## src/rtl/vpi_stim_bank_if.sv

```systemverilog
// Write port and per-channel output bundle of the stimulus bank.
// master = VPI task side that pushes words, slave = the bank itself.
interface vpi_stim_bank_if #(
   parameter int CHANNELS = 4,
   parameter int WIDTH    = 32,
   parameter int DEPTH    = 8
);
   localparam int CW = $clog2(CHANNELS);
   localparam int LW = $clog2(DEPTH) + 1;

   logic                      wr_en;
   logic [CW-1:0]             wr_chan;
   logic [WIDTH-1:0]          wr_data;
   logic [CHANNELS-1:0]       mode;
   logic [CHANNELS*WIDTH-1:0] out_data;
   logic [CHANNELS-1:0]       out_valid;
   logic [CHANNELS-1:0]       out_ready;
   logic [CHANNELS*LW-1:0]    level;
   logic [CHANNELS-1:0]       overflow;
   logic [31:0]               cycle_count;

   modport master (
      output wr_en, wr_chan, wr_data, mode, out_ready,
      input  out_data, out_valid, level, overflow, cycle_count
   );

   modport slave (
      input  wr_en, wr_chan, wr_data, mode, out_ready,
      output out_data, out_valid, level, overflow, cycle_count
   );
endinterface

```

## src/rtl/vpi_stim_bank.sv

```systemverilog
// Multi-channel stimulus source: one shared write port fills per-channel
// FIFOs; each channel drains either as a FWFT stream or into a held
// register that steps one word per cycle. Also provides a cycle timestamp.
module vpi_stim_bank #(
   parameter int CHANNELS = 4,
   parameter int WIDTH    = 32,
   parameter int DEPTH    = 8
) (
   input logic            clk_i,
   input logic            reset_n_i,
   vpi_stim_bank_if.slave bus_io
);
   localparam int CW = $clog2(CHANNELS);
   localparam int LW = $clog2(DEPTH) + 1;
   localparam int PW = $clog2(DEPTH);

   logic [31:0] cycle_q, cycle_d;

   assign cycle_d            = cycle_q + 32'd1;
   assign bus_io.cycle_count = cycle_q;

   // Free-running timestamp, wraps naturally at 2^32.
   always_ff @(posedge clk_i) begin
      if (!reset_n_i) cycle_q <= '0;
      else            cycle_q <= cycle_d;
   end

   for (genvar c = 0; c < CHANNELS; c++) begin : g_ch
      logic [WIDTH-1:0] mem_q [DEPTH];
      logic [PW-1:0]    rd_ptr_q, rd_ptr_d;
      logic [PW-1:0]    wr_ptr_q, wr_ptr_d;
      logic [LW-1:0]    level_q, level_d;
      logic             overflow_q, overflow_d;
      logic [WIDTH-1:0] hold_q;
      logic             held_v_q;
      logic [WIDTH-1:0] head;
      logic             push, pop, accept, empty, full, hold_mode;

      // Out-of-range channel numbers never match, so such writes vanish.
      assign push      = bus_io.wr_en && (bus_io.wr_chan == CW'(c));
      assign hold_mode = bus_io.mode[c];
      assign empty     = (level_q == '0);
      assign full      = (level_q == LW'(DEPTH));
      assign head      = mem_q[rd_ptr_q];
      // Hold mode drains every cycle regardless of ready.
      assign pop       = !empty && (hold_mode || bus_io.out_ready[c]);
      // At full, a same-cycle pop frees the slot the push lands in.
      assign accept    = push && (!full || pop);

      assign rd_ptr_d   = pop    ? rd_ptr_q + PW'(1) : rd_ptr_q;
      assign wr_ptr_d   = accept ? wr_ptr_q + PW'(1) : wr_ptr_q;
      assign overflow_d = overflow_q || (push && !accept);

      // Occupancy tracks accepted pushes against pops.
      always_comb begin
         level_d = level_q;
         if (accept && !pop)      level_d = level_q + LW'(1);
         else if (!accept && pop) level_d = level_q - LW'(1);
      end

      // Storage is deliberately left unreset; pointers define what is valid.
      always_ff @(posedge clk_i) begin
         if (accept) mem_q[wr_ptr_q] <= bus_io.wr_data;
      end

      // Pointer, level, sticky flag and hold register update.
      always_ff @(posedge clk_i) begin
         if (!reset_n_i) begin
            rd_ptr_q   <= '0;
            wr_ptr_q   <= '0;
            level_q    <= '0;
            overflow_q <= 1'b0;
            hold_q     <= '0;
            held_v_q   <= 1'b0;
         end else begin
            rd_ptr_q   <= rd_ptr_d;
            wr_ptr_q   <= wr_ptr_d;
            level_q    <= level_d;
            overflow_q <= overflow_d;
            if (hold_mode && pop) begin
               hold_q   <= head;
               held_v_q <= 1'b1;
            end
         end
      end

      // Empty stream channels show zero rather than stale storage.
      assign bus_io.out_data[c*WIDTH +: WIDTH] = hold_mode ? hold_q :
                                                 (empty ? '0 : head);
      assign bus_io.out_valid[c]               = hold_mode ? held_v_q : !empty;
      assign bus_io.level[c*LW +: LW]          = level_q;
      assign bus_io.overflow[c]                = overflow_q;
   end
endmodule

```

## src/flat_wrapper.sv

```systemverilog
// flat-port wrapper written by rule: the top's interface ports become plain ports
module vpi_stim_bank_flat 
#(
   parameter int CHANNELS = 4,
   parameter int WIDTH    = 32,
   parameter int DEPTH    = 8
)
  (clk_i, reset_n_i, bus_io_wr_en, bus_io_wr_chan, bus_io_wr_data, bus_io_mode, bus_io_out_ready, bus_io_out_data, bus_io_out_valid, bus_io_level, bus_io_overflow, bus_io_cycle_count);
  vpi_stim_bank_if #(.CHANNELS(CHANNELS), .WIDTH(WIDTH), .DEPTH(DEPTH)) bus_io_i ();
  input logic clk_i;
  input logic reset_n_i;
  input wire logic [$bits(bus_io_i.wr_en)-1:0] bus_io_wr_en;
  input wire logic [$bits(bus_io_i.wr_chan)-1:0] bus_io_wr_chan;
  input wire logic [$bits(bus_io_i.wr_data)-1:0] bus_io_wr_data;
  input wire logic [$bits(bus_io_i.mode)-1:0] bus_io_mode;
  input wire logic [$bits(bus_io_i.out_ready)-1:0] bus_io_out_ready;
  output wire logic [$bits(bus_io_i.out_data)-1:0] bus_io_out_data;
  output wire logic [$bits(bus_io_i.out_valid)-1:0] bus_io_out_valid;
  output wire logic [$bits(bus_io_i.level)-1:0] bus_io_level;
  output wire logic [$bits(bus_io_i.overflow)-1:0] bus_io_overflow;
  output wire logic [$bits(bus_io_i.cycle_count)-1:0] bus_io_cycle_count;
  assign bus_io_i.wr_en = bus_io_wr_en;
  assign bus_io_i.wr_chan = bus_io_wr_chan;
  assign bus_io_i.wr_data = bus_io_wr_data;
  assign bus_io_i.mode = bus_io_mode;
  assign bus_io_i.out_ready = bus_io_out_ready;
  assign bus_io_out_data = bus_io_i.out_data;
  assign bus_io_out_valid = bus_io_i.out_valid;
  assign bus_io_level = bus_io_i.level;
  assign bus_io_overflow = bus_io_i.overflow;
  assign bus_io_cycle_count = bus_io_i.cycle_count;
  vpi_stim_bank #(.CHANNELS(CHANNELS), .WIDTH(WIDTH), .DEPTH(DEPTH)) u_core (.clk_i(clk_i), .reset_n_i(reset_n_i), .bus_io(bus_io_i));
endmodule
```

## config.mk

```make
export PLATFORM = sky130hd
export DESIGN_NAME = vpi_stim_bank_flat
export DESIGN_NICKNAME = d
export VERILOG_FILES = /design/src/rtl/vpi_stim_bank_if.sv /design/src/rtl/vpi_stim_bank.sv /design/src/flat_wrapper.sv
export SDC_FILE = /design/constraint.sdc
export NUM_CORES = 1
export LEC_CHECK = 0
export ABC_AREA = 0
export CORE_ASPECT_RATIO = 1.4
export CORE_MARGIN = 5
export CORE_UTILIZATION = 51
export DETAILED_ROUTE_END_ITERATION = 7
export PLACE_DENSITY_LB_ADDON = 0.3
export SYNTH_ARGS = -nofsm -noshare
export SYNTH_HDL_FRONTEND = slang
export SYNTH_SLANG_ARGS = --single-unit
export TNS_END_PERCENT = 5
```

## constraint.sdc

```tcl
create_clock -name clk_i -period 4.8 [get_ports clk_i]
set_clock_uncertainty 0.05 [all_clocks]
set_input_delay 0.72 -clock clk_i [delete_from_list [all_inputs] [get_ports clk_i]]
set_output_delay 0.72 -clock clk_i [all_outputs]
set_load 0.02 [all_outputs]
```

Word-level counts from Yosys, hierarchy flattened. Memory sizes are Yosys's and may differ from the RTL's. A register that Yosys moved wholly into a read port is not among the register bits. Index checks and enable logic that the tools add are counted.

Add/subtract/negate cells: 17. $mul: 0. Divide/modulo/power cells: 0. $lt $le $gt $ge: 0. Eq/ne operators: 7. Shifts and indexed selects: 0. Mux-type cells: 36. Bitwise logic cells: 0. Reductions and logical operators: 65.

Operators by type and width (number): two-way mux 32 bit (8); adder 32 x 1 -> 32 bit, second input constant (1); two-way mux 4 bit (8); logical AND 1 bit (28); adder 3 x 1 -> 3 bit, second input constant (8); two-way mux 3 bit (8); adder 4 x 1 -> 4 bit, second input constant (4); equality test 4 bit, second input constant (4); logical NOT 1 bit (16); logical NOT 4 bit (4); subtractor 4 x 1 -> 4 bit, second input constant (4); logical OR 1 bit (12); two-way mux 1 bit (12); nonzero test 2 bit (4); equality test 2 bit, second input constant (2); equality test 2 x 1 -> 1 bit, second input constant (1); logical NOT 2 bit (1).

Register bits: 208. Latch bits: 0. Bits in writable memories: 1024. ROM bits: 0. Input bits: 45. Output and inout bits: 184. Word-level logic and storage cells: 154. Memories: 4.

Memories: u_core.g_ch[0].mem_q (depth 8, width 32, read ports 1, clocked after memory_dff 1, wr ports 1, RTL line vpi_stim_bank.sv:29) `logic [WIDTH-1:0] mem_q [DEPTH];`; u_core.g_ch[1].mem_q (depth 8, width 32, read ports 1, clocked after memory_dff 1, wr ports 1, RTL line vpi_stim_bank.sv:29); u_core.g_ch[2].mem_q (depth 8, width 32, read ports 1, clocked after memory_dff 1, wr ports 1, RTL line vpi_stim_bank.sv:29); u_core.g_ch[3].mem_q (depth 8, width 32, read ports 1, clocked after memory_dff 1, wr ports 1, RTL line vpi_stim_bank.sv:29).

Longest topological paths before layout. Gate-level depths: netlist of run 1.

Word-level depth: 9. Depth in mapped cells: 12. Mapped depth without buffers: 11.

Worst setup path before layout of run 1. Ideal clock, no wire load.

Path kind: input to register. Start point: in bus_io_mode[3]. End point: mem u_core.g_ch[3].mem_q[4][0] (enable). Library setup time: 513 ps. Data arrival time: 4675 ps. Required time: 4237 ps. Path slack: -438 ps. Cell stages on the path: 5. Buffers on the path: 1. Cells stage by stage: clkbuf_1 nor2_1 nand3_1 nand2b_1 nor4b_1.

Cells in the longest elaborated chain, start to end: 6.

RTL lines: from (decl) (RTL line flat_wrapper.sv:15) `input wire logic [$bits(bus_io_i.mode)-1:0] bus_io_mode;`; logical OR 1 bit (RTL line vpi_stim_bank.sv:46) `assign pop = !empty && (hold_mode || bus_io.out_ready[c]);`; logical AND 1 bit (RTL line vpi_stim_bank.sv:46); logical OR 1 bit (RTL line vpi_stim_bank.sv:48) `assign accept = push && (!full || pop);`; logical AND 1 bit (RTL line vpi_stim_bank.sv:48); two-way mux 1 bit (RTL line vpi_stim_bank.sv:63) `if (accept) mem_q[wr_ptr_q] <= bus_io.wr_data;`; two-way mux 1 bit (implied by the code) (RTL line vpi_stim_bank.sv:63); to (decl) (RTL line vpi_stim_bank.sv:29).

Every way passes these cells.

==> results.sh, run 1 <==
export IMPL_maxSlewHeadroom=0.2376
export IMPL_die_h_microns=372.7
export IMPL_crit_path_end_kind="primary output"
export IMPL_dr_pass1_iters=5
export IMPL_ys_types=54
export IMPL_synth_top_area_frac=0.6418
export IMPL_drive_gt1_frac=0.1944
export IMPL_synth_avg_cell_area_sq_um=17.65
export IMPL_ctsRootBufferMaster="clkbuf_16"
export IMPL_power_leakage_nw=17.61
export IMPL_synth_edf_count=1024
export IMPL_worst_pin_slew_ns=1.140
export IMPL_grt_use_total=0.2195
export IMPL_power_mw=28.33
export IMPL_hpwl_microns=66110
export IMPL_setup_tns_ns=0
export IMPL_yosysWarnings=0
export IMPL_setup_violations_final=0
export IMPL_critPathMaxStageDelay_ns=0.70
export IMPL_power_density_nw_per_um2=508.1
export IMPL_path_clk_slew_ns=0.06
export IMPL_ff_latch_area_sq_um=35180
export IMPL_dieArea_sq_um=100300
export IMPL_cts_tree="built"
export IMPL_hold_path_class="flip-flop to flip-flop"
export IMPL_antenna_found_initial=3
export IMPL_p_int_mw=20.33
export IMPL_crit_chain="buf_12 -> mux4_2 -> mux2i_1 -> o21ai_0 -> clkdlybuf4s50_1"
export IMPL_start_util=0.5123
export IMPL_cts_htree_levels=3
export IMPL_ys_seq_area_frac=0.7337
export IMPL_vias_per_cell=6.005
export IMPL_cts_setup_buffers=0
export IMPL_synth_cell_area_sq_um=47910
export IMPL_area_delta_synth_final_pct=16.37
export IMPL_grt_pass1_vias=26780
export IMPL_multiInputGateArea_sq_um=12160
export IMPL_vias=25810
export IMPL_finalHoldViolations=0
export IMPL_pwr_share_comb=0.226
export IMPL_clkPwrFrac=0.314
export IMPL_cts_inserted_buffers=110
export IMPL_grt_max_degree=82
export IMPL_synth_nets=2784
export IMPL_drtIter0Drc=2271
export IMPL_ys_ff_latch=1244
export IMPL_routed_wl_microns=111000
export IMPL_gp_congestion=0.8194
export IMPL_p_sw_mw=7.999
export IMPL_syn_inst=2714
export IMPL_io_pins=229
export IMPL_nFillCells=6677
export IMPL_nets=3054
export IMPL_maxSlewViolCount=0
export IMPL_ir_drop_mv=0.4660
export IMPL_pwr_share_seq=0.460
export IMPL_grt_pass1_wl_microns=165900
export IMPL_cts_repair_resized=0
export IMPL_async_flop_share=0
export IMPL_die_w_microns=269.0
export IMPL_fin_crit_sh=0.8904
export IMPL_yosysTopAreaCell="edfxtp_1"
export IMPL_whs_ns=0.4206
export IMPL_synth_most_common_cell="edfxtp_1"
export IMPL_drv_cap=0
export IMPL_cts_sinks=1244
export IMPL_power_share_switching=0.2824
export IMPL_cp_arrival_ns=3.50
export IMPL_critPathKind="flip-flop to primary output"
export IMPL_postRouteAntennaNets=0
export IMPL_portBuffers=228
export IMPL_worstPathMaxFanout=28
export IMPL_drc_errors=0
export IMPL_period_needed_ns=4.274
export IMPL_synthTopCellsByCount="1,024 x edfxtp_1, 271 x o21ai_0, 256 x mux4_2, 220 x dfxtp_1, 162 x a21oi_1"
export IMPL_max_freq_ghz=0.2340
export IMPL_rsz0062_at_grt="false"
export IMPL_cts_hold_buf=0
export IMPL_wl_per_cell_microns=25.82
export IMPL_startpoint_type="flip-flop"
export IMPL_clock_path_buffers=3
export IMPL_synthFlopType="edfxtp_1"
export IMPL_yosys_top_cells_area="edfxtp_1 64%, mux4_2 12%, dfxtp_1 9.2%"
export IMPL_worst_path_max_delay_cell="dfxtp_4"
export IMPL_rows=133
export IMPL_clkLatencyLatePin_ns=0.69
export IMPL_core_area_sq_um=93520
export IMPL_overflow=0
export IMPL_required_ns=4.03
export IMPL_status="complete, no violations"
-- cells by family after synthesis --
| kind of cell | share of synthesized area |
|---|---|
| flip-flops | 0.7337 |
| AO/OA/AOI/OAI | 0.04915 |
| multiplexers | 0.1516 |
| AND/OR/NAND/NOR | 0.03724 |
| buffers and inverters | 0.01583 |
| XOR/XNOR | 0.005302 |
| adder cells (fa/ha/maj) | 0.007156 |
-- flip-flops by register name, indices dropped and copies added (netlist names), named ones only --
signal                     cells
u_core.g_ch.mem_q           1024
u_core.g_ch.hold_q           128
u_core.bus_io.cycle_count     32
u_core.g_ch.level_q           16
u_core.g_ch.rd_ptr_q          12
u_core.g_ch.wr_ptr_q          12
u_core.g_ch.held_v_q           4
u_core.g_ch.overflow_q         4
-- layer usage --
| layer | global-route usage | wire length (microns) | vias up |
|---|---|---|---|
| li1 | - | - | 11280 |
| met1 | 0.2883 | 43730 | 13470 |
| met2 | 0.3846 | 57720 | 885 |
| met3 | 0.02715 | 6433 | 164 |
| met4 | 0.06800 | 3062 | 0 |
| met5 | 0 | 0 | - |
-- metrics by stage --
step / instance area, sq um / utilization / worst slack, ns / std cells
after floorplan: 47920 / - / -0.4303 / 2714
after global placement: 52080 / 0.5568 / 0.8630 / 4087
after detailed placement: 52080 / 0.5568 / 0.6972 / 4087
after CTS: 55760 / 0.5962 / 0.4000 / 4296
after global routing: 55750 / 0.5962 / 0.2953 / 4297
final: 55750 / 0.5962 / 0.5261 / 4297
-- worst paths after layout --
kind / end / slack (ns) / from / depth (start not counted)
max: bus_io_out_data[45] / 0.53 / flip-flop / 5
min: u_core.g_ch[2].held_v_q$_SDFFE_PN0P_ / 0.42 / u_core.g_ch[2].held_v_q$_SDFFE_PN0P_ / 2
min reg2reg: u_core.g_ch[2].held_v_q$_SDFFE_PN0P_ / 0.42 / u_core.g_ch[2].held_v_q$_SDFFE_PN0P_ / 2
max reg2reg: u_core.g_ch[0].level_q[3]$_SDFFE_PN0P_ / 1.83 / u_core.g_ch[0].level_q[3]$_SDFFE_PN0P_ / 11
-- placed cells by master, fill, tap and decap left out, drive strengths merged, types with 9 or more instances in the layout --
cell | synthesis | final
o21ai | 271 | 271
xnor2 | 21 | 21
nand4 | 9 | 9
nor3b | 12 | 12
clkinv | 3 | 37
nand2b | 15 | 15
or4 | 13 | 13
clkbuf | 108 | 152
edfxtp | 1024 | 1024
nand2 | 158 | 158
bufinv | 0 | 10
ha | 21 | 21
mux2i | 145 | 145
nand3 | 15 | 15
clkdlybuf4s50 | 1 | 226
inv | 12 | 17
buf | 60 | 101
nor3 | 16 | 16
mux4 | 256 | 256
nor2 | 84 | 84
dfxtp | 220 | 220
a21oi | 162 | 162
or3 | 11 | 11
-- power groups by stage --
stage	registers, mW	clock network (mW)	logic [mW]
after floorplan	12.8	0	4.29
after global placement	13.2	0	6.35
after detailed placement	13.3	0	6.47
after CTS	13.0	9.07	6.50
after global routing	13.1	9.51	6.89
final	13.0	8.90	6.41
-- final cells by class --
cell class	count	share of cell area
flip-flops and latches	1244	0.6310
multi-input cells	1286	0.2181
repair buffers	327	0.05660
clock buffers	152	0.05563
well taps	1215	0.02727
clock inverters	57	0.01039
inverters	15	0.001010
diodes	1	0.00004488
-- critical path: cells and delay by family (launching register included) --
family | cells | cell delay [ns]
compound gates | 1 | 0.24
buf+inv | 2 | 0.94
flops | 1 | 0.70
mux | 2 | 0.93
(Power assumes the default switching activity.)
==> run 2, diff against run 1 <==
CORE_UTILIZATION = 45   (was 51)
==> run 2 against run 1 <==
Effect of this change: sequential power about the same; routed wire length up 1.9%; fmax is 1.9% lower; critical endpoint is now bus_io_out_data[70]; largest cell class unchanged.
==> results.sh, run 2 (synthesis results as in run 1) <==
export IMPL_clkLatencyLatePin_ns=0.72
export IMPL_drtIter0Drc=1978
export IMPL_status="complete, no violations"
export IMPL_vias=25550
export IMPL_critPathMaxStageDelay_ns=0.88
export IMPL_die_h_microns=396.1
export IMPL_grt_max_degree=67
export IMPL_dieArea_sq_um=113200
export IMPL_wl_per_cell_microns=25.42
export IMPL_io_pins=229
export IMPL_crit_path_end_kind="primary output"
export IMPL_met1_usage=0.2542
export IMPL_cp_arrival_ns=3.59
export IMPL_critPathKind="flip-flop to primary output"
export IMPL_postRouteAntennaNets=0
export IMPL_cts_inserted_buffers=113
export IMPL_rsz0062_at_grt="false"
export IMPL_maxSlewViolCount=0
export IMPL_cts_hold_buf=0
export IMPL_drv_cap=0
export IMPL_grt_pass1_wl_microns=167900
export IMPL_mostFrequentLayoutCell="edfxtp_1"
export IMPL_crit_chain="buf_4 -> mux4_2 -> mux2i_1 -> o21ai_0 -> clkdlybuf4s50_1"
export IMPL_routed_wl_microns=113100
export IMPL_finalHoldViolations=0
export IMPL_ir_drop_mv=0.4475
export IMPL_layout_common_cells="1,024 x edfxtp_1, 271 x o21ai_0, 256 x mux4_2"
export IMPL_largest_register_ffs=1024
export IMPL_maxSlewHeadroom=0.2471
export IMPL_hold_path_class="input port to flip-flop"
export IMPL_worst_pin_slew_ns=1.129
export IMPL_hpwl_microns=68130
export IMPL_worstPathMaxFanout=40
export IMPL_power_leakage_nw=17.68
export IMPL_worst_path_max_delay_cell="dfxtp_4"
export IMPL_power_mw=28.64
export IMPL_vias_per_cell=5.742
export IMPL_cts_htree_levels=3
export IMPL_min_from="reset_n_i"
export IMPL_grt_pass1_vias=26450
export IMPL_drive_gt1_frac=0.1966
export IMPL_ctsRootBufferMaster="clkbuf_16"
export IMPL_whs_ns=0.3364
export IMPL_portBuffers=228
export IMPL_max_freq_ghz=0.2295
export IMPL_startpoint_type="flip-flop"
export IMPL_dr_pass1_iters=5
export IMPL_clock_path_buffers=3
export IMPL_crit_buf_inv=2
export IMPL_rows=141
export IMPL_area_delta_synth_final_pct=17.07
export IMPL_nets=3066
export IMPL_grt_use_total=0.1975
export IMPL_n_antenna_cell=0
export IMPL_crit_family="buffers and inverters"
export IMPL_antenna_found_initial=2
export IMPL_cts_repair_resized=0
export IMPL_overflow=0
export IMPL_cts_setup_buffers=0
export IMPL_power_density_nw_per_um2=510.7
export IMPL_gp_congestion=0.7876
export IMPL_start_util=0.4534
export IMPL_period_needed_ns=4.358
export IMPL_setup_violations_final=0
export IMPL_core_area_sq_um=105700
export IMPL_cts_tree="built"
export IMPL_setup_tns_ns=0
export IMPL_required_ns=4.03
export IMPL_path_clk_slew_ns=0.06
export IMPL_use_met3=0.03140
export IMPL_r2r_start="u_core.g_ch[1].level_q[0]$_SDFFE_PN0P_"
export IMPL_grt_busiest_layer="met2"
export IMPL_die_w_microns=285.8
export IMPL_fin_crit_sh=0.9079
export IMPL_drc_errors=0
export IMPL_largest_register="u_core.g_ch.mem_q"
export IMPL_grt_met2_usage=0.3508
export IMPL_cts_sinks=1244
==> run 2: cell count changes in the layout (fill, tap and decap cells not counted), sizes merged <==
cell           before  now
clkdlybuf4s50     226  227
diode               1    0
clkbuf            152  138
inv                17   19
clkinv             37   44
bufinv             10   14
buf               101  109
clkinvlp            8   11
==> run 2: worst paths after layout <==
path                                                  to  slack [ns]  cells past startpoint
setup / recovery                     bus_io_out_data[70]        0.44                      5
hold / removal    u_core.g_ch[0].hold_q[15]$_SDFFE_PN0P_        0.34                      3
setup reg to reg  u_core.g_ch[1].level_q[3]$_SDFFE_PN0P_        1.86                     11
hold reg to reg     u_core.g_ch[3].held_v_q$_SDFFE_PN0P_        0.42                      2
==> run 2: per-stage QoR <==
step | cell area (sq um) | cells | util | worst slack [ns]
5_1_grt | 56090 | 4450 | 0.5308 | 0.1501
4_1_cts | 56090 | 4450 | 0.5308 | 0.2677
3_3_place_gp | 52270 | 4239 | 0.4947 | 0.9263
6_report | 56090 | 4450 | 0.5308 | 0.4421
2_1_floorplan | 47920 | 2714 | - | -0.4303
3_5_place_dp | 52270 | 4239 | 0.4947 | 0.8529
==> run 2: layer usage <==
metal	part of all wire	up-vias
li1	-	11300
met1	0.40	13310
met2	0.52	819
met3	0.060	127
met4	0.021	0
met5	0	-
==> run 2: worst min-delay path, cell delays in order <==
cell     delay [ns]
buf_4          0.19
o21ai_0        0.10
a21oi_1        0.04
==> run 2: where the power goes <==
group | leakage [nW] | switching (mW) | internal (mW)
clock | 1.84 | 4.02 | 5.19
combinational | 4.80 | 3.41 | 2.97
sequential | 11.0 | 0.763 | 12.3
total | 17.7 | 8.19 | 20.5
==> run 2: layout make-up <==
cell class	instances	area (sq um)
fillers	8238	49590
repair buffers	336	3178
clock buffers	138	2962
well taps	1358	1699
inverters	15	56.30
flip-flops and latches	1244	35180
multi-input cells	1286	12160
clock inverters	73	854.6
==> run 3, diff against run 2 <==
CORE_ASPECT_RATIO = 0.7   (was 1.4)
clock period = 4.5 ns   (was 4.8 ns; I/O delays follow)
==> run 3 against run 2 <==
Effect of this change: final area is 0.21% higher; sequential power is 6% higher; register-to-register slack worse by 0.35 ns; global-route usage is 0.077 points higher; combinational power is 8.6% higher; non-clock buffer count is 10 higher; first-iteration DRC count is 11% higher.
==> results.sh, run 3 (synthesis results as in run 1) <==
export IMPL_crit_chain="or4_1 -> nand2b_1 -> o21ai_0 -> clkdlybuf4s50_1"
export IMPL_rows=100
export IMPL_highest_layer="met4"
export IMPL_power_leakage_nw=17.71
export IMPL_hold_path_class="flip-flop to flip-flop"
export IMPL_critPathMaxStageDelay_ns=0.74
export IMPL_clock_path_buffers=3
export IMPL_grt_pass1_vias=26190
export IMPL_clkLatencyLatePin_ns=0.71
export IMPL_gp_congestion=0.7748
export IMPL_grt_pass1_wl_microns=167800
export IMPL_setup_tns_ns=0
export IMPL_setup_violations_final=0
export IMPL_vias=25690
export IMPL_die_w_microns=400.0
export IMPL_die_h_microns=283.0
export IMPL_nets=3077
export IMPL_status="complete, no violations"
export IMPL_startpoint_type="flip-flop"
export IMPL_rsz0062_at_grt="false"
export IMPL_power_density_nw_per_um2=539.2
export IMPL_portBuffers=228
export IMPL_fin_util=0.5304
export IMPL_worst_pin_slew_ns=1.368
export IMPL_grt_max_degree=143
export IMPL_fin_crit_sh=0.9578
export IMPL_crit_path_end_kind="primary output"
export IMPL_multiInputGateArea_sq_um=12160
export IMPL_io_pins=229
export IMPL_start_util=0.4521
export IMPL_largest_register_ffs=1024
export IMPL_wl_met3_microns=6822
export IMPL_largest_register="u_core.g_ch.mem_q"
export IMPL_drtIter0Drc=2194
export IMPL_cts_setup_buffers=0
export IMPL_cts_repair_resized=0
export IMPL_layout_common_cells="1,024 x edfxtp_1, 271 x o21ai_0, 256 x mux4_2"
export IMPL_ctsRootBufferMaster="clkbuf_16"
export IMPL_drv_cap=0
export IMPL_grt_use_total=0.1983
export IMPL_finalHoldViolations=0
export IMPL_cts_hold_buf=0
export IMPL_ff_latch_area_sq_um=35180
export IMPL_dieArea_sq_um=113200
export IMPL_cts_sinks=1244
export IMPL_worstPathMaxFanout=22
export IMPL_wl_per_cell_microns=24.92
export IMPL_period_needed_ns=4.310
export IMPL_dr_pass1_iters=5
export IMPL_power_mw=30.31
export IMPL_path_clk_slew_ns=0.06
export IMPL_met1_length_microns=48130
export IMPL_met2_length_microns=54970
export IMPL_maxSlewHeadroom=0.08536
export IMPL_critPathKind="flip-flop to primary output"
export IMPL_required_ns=3.77
export IMPL_ir_drop_mv=0.3234
export IMPL_worst_path_max_delay_cell="or4_1"
export IMPL_cts_tree="built"
export IMPL_routed_wl_microns=113000
export IMPL_ff2ff_setup_slack_ns=1.51
export IMPL_cp_arrival_ns=3.59
export IMPL_max_freq_ghz=0.2320
export IMPL_drive_gt1_frac=0.1969
export IMPL_core_area_sq_um=106000
export IMPL_vias_per_cell=5.665
export IMPL_antenna_found_initial=4
export IMPL_maxSlewViolCount=0
export IMPL_cts_htree_levels=3
export IMPL_hpwl_microns=67490
export IMPL_area_delta_synth_final_pct=17.32
export IMPL_overflow=0
export IMPL_postRouteAntennaNets=0
export IMPL_mostFrequentLayoutCell="edfxtp_1"
export IMPL_drc_errors=0
export IMPL_cts_inserted_buffers=114
export IMPL_nFillCells=8271
[run 3: changes by cell type in the layout (fill, tap and decap cells not counted), sizes merged, moves of 3 or more]
cell / change
clkinv: +3
bufinv: -4
clkbuf: +6
clkdlybuf4s50: -5
clkinvlp: -3
diode: +3
buf: +15
[run 3: where the power goes]
part | internal (mW) | total [mW] | switching, mW
logic | 3.22 | 6.94 | 3.72
clock network | 5.38 | 9.53 | 4.15
registers | 13.1 | 13.8 | 0.732
total | 21.7 | 30.3 | 8.60
[run 3: worst max-delay path, delay by kind of cell (launching register included)]
family                 cells  cell delay, ns
flip-flops                 1            0.39
buffers and inverters      1            0.64
AO/OA/AOI/OAI              1            0.40
AND/OR/NAND/NOR            2            1.42
[run 3: through the flow]
stage / cells / setup WS [ns] / hold WS (ns) / instance area [sq um]
floorplan: 2714 / -0.6853 / 0.3846 / 47920
global placement: 4319 / 0.5492 / 0.3971 / 52540
detailed placement: 4319 / 0.5001 / 0.4047 / 52540
CTS: 4531 / 0.1624 / 0.4216 / 56210
global route: 4531 / 0.05375 / 0.4337 / 56200
finish: 4534 / 0.1899 / 0.4155 / 56210
[run 3: final cells by class]
class / count / share of cell area
Antenna cell: 3 / 0.0001336
Timing Repair Buffer: 346 / 0.05961
Inverter: 15 / 0.001024
Multi-Input combinational cell: 1286 / 0.2163
Sequential cell: 1244 / 0.6259
Tap cell: 1428 / 0.03179
Clock inverter: 68 / 0.01082
Clock buffer: 144 / 0.05443
[run 3: path summary, 6_finish.rpt]
path	cells after the start	endpoint	start
worst max-delay path	4	bus_io_out_data[90]	u_core.g_ch[2].level_q[0]$_SDFFE_PN0P_
worst min-delay path	2	u_core.g_ch[1].held_v_q$_SDFFE_PN0P_	u_core.g_ch[1].held_v_q$_SDFFE_PN0P_
worst max register to register	11	u_core.g_ch[3].level_q[3]$_SDFFE_PN0P_	u_core.g_ch[3].level_q[0]$_SDFFE_PN0P_
worst min register to register	2	u_core.g_ch[1].held_v_q$_SDFFE_PN0P_	u_core.g_ch[1].held_v_q$_SDFFE_PN0P_
[run 3: metal layers]
layer	GRT usage	vias up
met1	0.2774	13310
met2	0.3204	852
met4	0.05626	0
met5	0	-
li1	-	11340
met3	0.03847	180
